--- config.mk ---
export PLATFORM = sky130hd
export DESIGN_NAME = pad_cmd_encoder
export DESIGN_NICKNAME = d
export VERILOG_FILES = /design/src/rtl/pad_cmd_encoder.sv
export SDC_FILE = /design/constraint.sdc
export NUM_CORES = 1
export LEC_CHECK = 0
export ABC_CLOCK_PERIOD_IN_PS = 3050
export CAP_MARGIN = 20
export CORE_MARGIN = 1
export CORE_UTILIZATION = 45
export DETAILED_ROUTE_END_ITERATION = 10
export PLACE_DENSITY = 0.72
export SLEW_MARGIN = 30
export SYNTH_ARGS = -nofsm -noshare
export SYNTH_HDL_FRONTEND = slang
export SYNTH_SLANG_ARGS = --single-unit
--- constraint.sdc ---
create_clock -name clk -period 3.05 [get_ports clk]
set_clock_uncertainty 0.15 [all_clocks]
set_input_delay 0.305 -clock clk [delete_from_list [all_inputs] [get_ports clk]]
set_output_delay 0.305 -clock clk [all_outputs]
set_load 0.01 [all_outputs]
--- src/rtl/pad_cmd_encoder.sv ---
// Gamepad command encoder: edge/auto-repeat events into a priority-arbitrated
// valid/ready command stream. Auto-repeat is built only with PAD_AUTOREPEAT_EN.
module pad_cmd_encoder #(
  parameter int CNT_W         = 25,
  parameter int REPEAT_DELAY  = 20000000,
  parameter int REPEAT_PERIOD = 5000000
) (
  input  logic       clk,
  input  logic       rst,
  input  logic       up_in,
  input  logic       down_in,
  input  logic       left_in,
  input  logic       right_in,
  input  logic       a_in,
  input  logic       c_in,
  output logic       cmd_valid,
  output logic [2:0] cmd_code,
  input  logic       cmd_ready,
  output logic       repeat_active,
  output logic       drop_flag
);

  logic [5:0] btn;
  logic [5:0] prev;
  logic [5:0] pending;
  logic [5:0] edge_ev;
  logic [5:0] rep_ev;
  logic [5:0] low;
  logic [5:0] issue;
  logic       slot_free;
  logic [2:0] low_code;

  assign btn       = {c_in, a_in, right_in, left_in, down_in, up_in};
  assign edge_ev   = btn & ~prev;
  assign slot_free = ~cmd_valid | cmd_ready;
  assign low       = pending & (~pending + 6'd1);
  assign issue     = slot_free ? low : 6'd0;

  always_comb begin
    low_code = 3'd0;
    unique case (1'b1)
      low[0]:  low_code = 3'd1;
      low[1]:  low_code = 3'd2;
      low[2]:  low_code = 3'd3;
      low[3]:  low_code = 3'd4;
      low[4]:  low_code = 3'd5;
      low[5]:  low_code = 3'd6;
      default: low_code = 3'd0;
    endcase
  end

  always_ff @(posedge clk) begin
    if (rst) begin
      prev      <= 6'b111111;
      pending   <= 6'd0;
      cmd_valid <= 1'b0;
      cmd_code  <= 3'd0;
      drop_flag <= 1'b0;
    end else begin
      prev    <= btn;
      pending <= (pending & ~issue) | edge_ev | rep_ev;
      // an issued bit frees its slot, so only un-issued bits coalesce
      if (|(edge_ev & pending & ~issue))
        drop_flag <= 1'b1;
      if (slot_free) begin
        cmd_valid <= |pending;
        cmd_code  <= low_code;
      end
    end
  end

`ifdef PAD_AUTOREPEAT_EN
  typedef enum logic [1:0] {IDLE, DELAY, PERIOD} rpt_state_t;

  localparam logic [CNT_W-1:0] DLY_LAST = CNT_W'(REPEAT_DELAY - 1);
  localparam logic [CNT_W-1:0] PER_LAST = CNT_W'(REPEAT_PERIOD - 1);

  rpt_state_t       state;
  rpt_state_t       state_n;
  logic [CNT_W-1:0] cnt;
  logic [CNT_W-1:0] cnt_n;
  logic [3:0]       owner;
  logic [3:0]       owner_q;
  logic             fire;

  assign owner = btn[3:0] & (~btn[3:0] + 4'd1);

  always_ff @(posedge clk) begin
    if (rst) begin
      state   <= IDLE;
      cnt     <= '0;
      owner_q <= 4'd0;
    end else begin
      state   <= state_n;
      cnt     <= cnt_n;
      owner_q <= owner;
    end
  end

  always_comb begin
    state_n = state;
    cnt_n   = cnt;
    fire    = 1'b0;
    if (owner == 4'd0) begin
      state_n = IDLE;
      cnt_n   = '0;
    end else if (state == IDLE || owner != owner_q) begin
      state_n = DELAY;
      cnt_n   = '0;
    end else begin
      unique case (state)
        DELAY: begin
          if (cnt == DLY_LAST) begin
            fire    = 1'b1;
            cnt_n   = '0;
            state_n = PERIOD;
          end else begin
            cnt_n = cnt + 1'b1;
          end
        end
        PERIOD: begin
          if (cnt == PER_LAST) begin
            fire  = 1'b1;
            cnt_n = '0;
          end else begin
            cnt_n = cnt + 1'b1;
          end
        end
        default: begin
          state_n = IDLE;
          cnt_n   = '0;
        end
      endcase
    end
  end

  assign rep_ev        = fire ? {2'b00, owner} : 6'd0;
  assign repeat_active = (state == PERIOD);
`else
  assign rep_ev        = 6'd0;
  assign repeat_active = 1'b0;
`endif

endmodule

## Yosys cells after proc, flatten, opt, wreduce, memory -nomap -nowiden

Cells that the tools add are included.

| cells by class | value |
|---|---|
| add/sub/neg operators | 1 |
| mux-type cells | 2 |
| bitwise gates (word level) | 11 |
| reductions and logical operators | 2 |

Operators with widths:

| cell | number |
|---|---|
| $and 6x6->6 | 5 |
| $not 6->6 | 3 |
| $pmux 3 s6 | 1 |
| $reduce_or 6->1 | 2 |
| $add 6x1->6 const B | 1 |
| $mux 6 | 1 |
| $or 6x6->6 | 1 |
| $not 1->1 | 1 |
| $or 1x1->1 | 1 |

| storage, ports and cells | value |
|---|---|
| flip-flop bits (word level) | 17 |
| input port bits | 9 |
| output and inout port bits | 6 |
| word-level logic and storage cells | 21 |

## Longest topological paths before layout

| logic depth | value |
|---|---|
| depth in word-level cells | 7 |
| mapped depth | 5 |
| depth with buffers taken out | 4 |

## Worst setup path after synthesis

OpenSTA, ideal clock, no wires.

| path | value |
|---|---|
| path type | register to register |
| start point | register pending[1] |
| end point | register drop_flag |
| setup time | 0.132 ns |
| arrival | 1.164 ns |
| required time | 2.768 ns |
| setup slack | 1.604 ns |
| cell stages (with the launch flop) | 5 |
| buffers on the path | 0 |
| clock period less this slack | 1.446 ns |
| path through | dfxtp_1 -> or3_4 -> o41ai_2 -> o22a_1 -> a31oi_1 |

| on the way | value |
|---|---|
| word-level cells in the longest chain between the ends | 7 |
| elaborated cells between the ends (all ways) | 8 |
| those cells by class | add/sub: 1; mux: 1; bitwise: 5; reduce/logical: 1 |

RTL lines:

| item | RTL line | text |
|---|---|---|
| start: declaration | 25 | `logic [5:0] pending;` |
| start signal: assignment | 61 | `pending <= (pending & ~issue) \| edge_ev \| rep_ev;` |
| $not 6->6 | 36 | `assign low = pending & (~pending + 6'd1);` |
| $add 6x1->6 | 36 |  |
| $and 6x6->6 | 36 |  |
| $mux 6 | 37 | `assign issue = slot_free ? low : 6'd0;` |
| $not 6->6 | 63 | `if (\|(edge_ev & pending & ~issue))` |
| $and 6x6->6 * | 63 |  |
| $reduce_or 6->1 * | 63 |  |
| end signal: assignment | 58 | `drop_flag <= 1'b0;` |
| end signal: assignment | 64 | `drop_flag <= 1'b1;` |
| end: declaration | 20 | `output logic drop_flag` |

Mark *: on every way between the ends. The rest lies on a longest branch, timed or not.
A chain may end at the register's enable or synchronous reset.

## Worst setup path in the final report

| path | value |
|---|---|
| start point | input cmd_ready |
| end point | register cmd_code[0] |

| on the way | value |
|---|---|
| word-level cells in the longest chain between the ends | 1 |

RTL lines:

| item | RTL line | text |
|---|---|---|
| start: declaration | 18 | `input logic cmd_ready,` |
| $or 1x1->1 | 35 | `assign slot_free = ~cmd_valid \| cmd_ready;` |
| end signal: assignment | 67 | `cmd_code <= low_code;` |
| end: declaration | 17 | `output logic [2:0] cmd_code,` |

No other way between the ends.

==> impl_metrics.yaml <==
floorplan:
  rows: 13
  die-area_um2: 1660
  coreArea_um2: 1350
  ios: 15
  dieWidth_um: 40.8
  start_util_pct: 50.1
  die_h_um: 40.8
synth:
  synth-seq-area-share_pct: 50.3
  synth.distinct_cells: 28
  synth_adder_area_share_pct: 0
  synthCells: 70
  syn_avg_cell_area_um2: 9.67
  netlist_area_um2: 677
  syn-num-nets: 79
  synth-edff-count: 0
  synth-xor-area-share_pct: 0
  ys_ff_latch: 17
  async_flop_share_pct: 0
  synthSimpleGateAreaFrac_pct: 22.0
  synth-compound-area-share_pct: 21.6
  synth_mux_area_share_pct: 0
  synth_flop_cell: "dfxtp_1"
  yosysWarnings: 0
  synth_top_family_by_area: "simple AND/OR/NAND/NOR gates"
power_and_ir_drop:
  switchingPower_uw: 99.4
  p_comb_share_pct: 12.9
  netSwitchingFraction_pct: 24.1
  ir_worst_vdd_uv: 406
  leakage_uw: 0.000314
  power_frac_seq_pct: 58.1
  p_int_uw: 313
  power.density_nw_per_um2: 496
  pwr-share-clk_pct: 29.0
grt:
  grt-ovfl-total: 0
  grt_pass1_vias: 452
  track_usage_pct: 18.1
  grt_max_degree: 17
  grt_first_pass_wirelength_mm: 1.89
  grt_antenna_before_repair: 0
sta:
  finalSetupTns_ns: 0
  fin_crit_sh_pct: 54.5
  finalSetupViolations: 0
  slew_headroom_pct: 64.6
  final_hold_viol_count: 0
  fmax_mhz: 602
  rsz0062_at_grt: "no"
  worst_pin_slew_ns: 0.526
  slew_violations: 0
  min_period_ns: 1.66
routing:
  finalWirelength_mm: 1.19
  wl_per_cell_um: 12.1
  via_count: 524
  avgViaCountPerCell: 5.29
  firstDrtPassIters: 4
  drt_iter0_drc: 6
  antenna_left: 0
  drc: 0
clock_network:
  cts_tree: "yes"
  htreeDepth: 1
  clock_path_buffers: 2
  cts.sinks: 17
  clock-root-buffer: "clkbuf_4"
  post_cts_buffers: 0
  cts_hold_buf: 0
  insertion_delay_ns: 0.29
  ctsResizeCount: 0
  path_clk_slew_ns: 0.10
  cts_made_buffers: 3
layout:
  fin_area_um2: 831
  drive_above_1_share_pct: 17.9
  final_cell_mix: "dfxtp_1 (17), clkdlybuf4s50_1 (13), a21oi_1 (8)"
  syn2layout_area_growth_pct: 22.7
  num-nets-final: 94
  num_antenna_cells: 0
  final_common_cell: "dfxtp_1"
setup_path:
  crit_arrival_ns: 1.71
  crit_fanout: 11
  end_kind: "flip-flop"
  critPathRequiredTime_ns: 3.09
  rrSetupSlack_ns: 1.46
  reg2regPathDepth: 4
  cp-start-kind: "input pin"
  startpoint: "cmd_ready"
  timing.rr.start: "pending[1]"
  slowest_stage: "clkdlybuf4s50_1"
  crit_chain: "clkdlybuf4s50_1 -> nor2b_1 -> buf_4 -> nor4_1 -> a21oi_1 -> and3_1"
  critical_path_class: "in -> reg"
  timing.rr.end: "drop_flag"
  cpPeakStageDelay_ns: 0.46
outcome:
  status: "completed"
placed_design:
  dpl-instance-area_um2: 803
  place_hpwl_um: 847
  globalplace.congestion: 0.730
  io_buffer_count: 13
hold_path:
  min_path_type: "reg -> reg"
  hold_path_end: "cmd_code[2]"
  hold_path_depth: 2
  holdCritStartpoint: "cmd_code[2]"
job:
  cap_violations: 0
worst max path at each step:
stage / end / slack (ns) / cells past startpoint
after floorplan: drop_flag / 1.60 / 4
after global placement: cmd_code[0] / 1.11 / 6
after detailed placement: cmd_code[0] / 1.07 / 6
after CTS: cmd_code[0] / 1.38 / 6
after global routing: cmd_code[0] / 1.26 / 6
final: cmd_code[0] / 1.39 / 6
power by group through the flow:
stage | registers (µW) | clock network (µW) | logic (µW)
6_report | 239 | 120 | 53.1
5_1_grt | 241 | 135 | 58.8
4_1_cts | 239 | 124 | 53.8
3_5_place_dp | 244 | 0 | 53.5
3_3_place_gp | 244 | 0 | 52.7
2_1_floorplan | 245 | 0 | 30.1
stage by stage:
stage               cells  setup WS, ns  power, µW  util [%]  hold WS (ns)
floorplan              70          1.60        275         -         0.232
global route           99          1.26        435      61.5         0.351
CTS                    99          1.38        417      61.5         0.320
global placement       95          1.11        297      59.5         0.300
detailed placement     95          1.07        298      59.5         0.304
finish                 99          1.39        412      61.5         0.314
Yosys cell counts, types with 2 or more instances:
library cell / number / share of area [%]
o21ai_0: 2 / 1.5
buf_4: 2 / 2.2
nand2_1: 3 / 1.7
nor2_1: 4 / 2.2
or2_2: 6 / 5.5
nand2b_1: 7 / 6.5
inv_1: 2 / 1.1
a21oi_1: 8 / 5.9
dfxtp_1: 17 / 50
metal layers:
| metal | global-route usage [%] | vias up | share of wire (%) |
|---|---|---|---|
| li1 | - | 270 | - |
| met1 | 20.0 | 238 | 49 |
| met2 | 29.7 | 14 | 45 |
| met3 | 9.78 | 2 | 5.7 |
| met4 | 5.00 | 0 | 0.75 |
| met5 | 0 | - | 0 |
state kept, by name, summed over array words and instances, names as in the netlist:
name	cells
pending	6
prev	6
cmd_valid	1
cmd_code	3
drop_flag	1
cell type report:
class / instances / area (µm²)
clock buffer: 3 / 22.5
clock inverter: 1 / 5.00
fill: 125 / 519
inverter: 2 / 7.51
multi-input combinational: 47 / 299
sequential: 17 / 340
tap: 15 / 18.8
timing repair buffer: 14 / 138
worst max-delay path, delay by kind of cell:
kind | cells | cell delay (ns)
buf+inv | 2 | 0.63
simple gates | 3 | 0.62
compound gates | 1 | 0.15
logic make-up (layout without fill, tap and decap cells):
group           count (synthesis)  in the layout
other cells                     1              1
flops                          17             17
compound gates                 20             20
buf+inv                         6             20
simple gates                   26             26
Power figures use the tool's default switching activity.
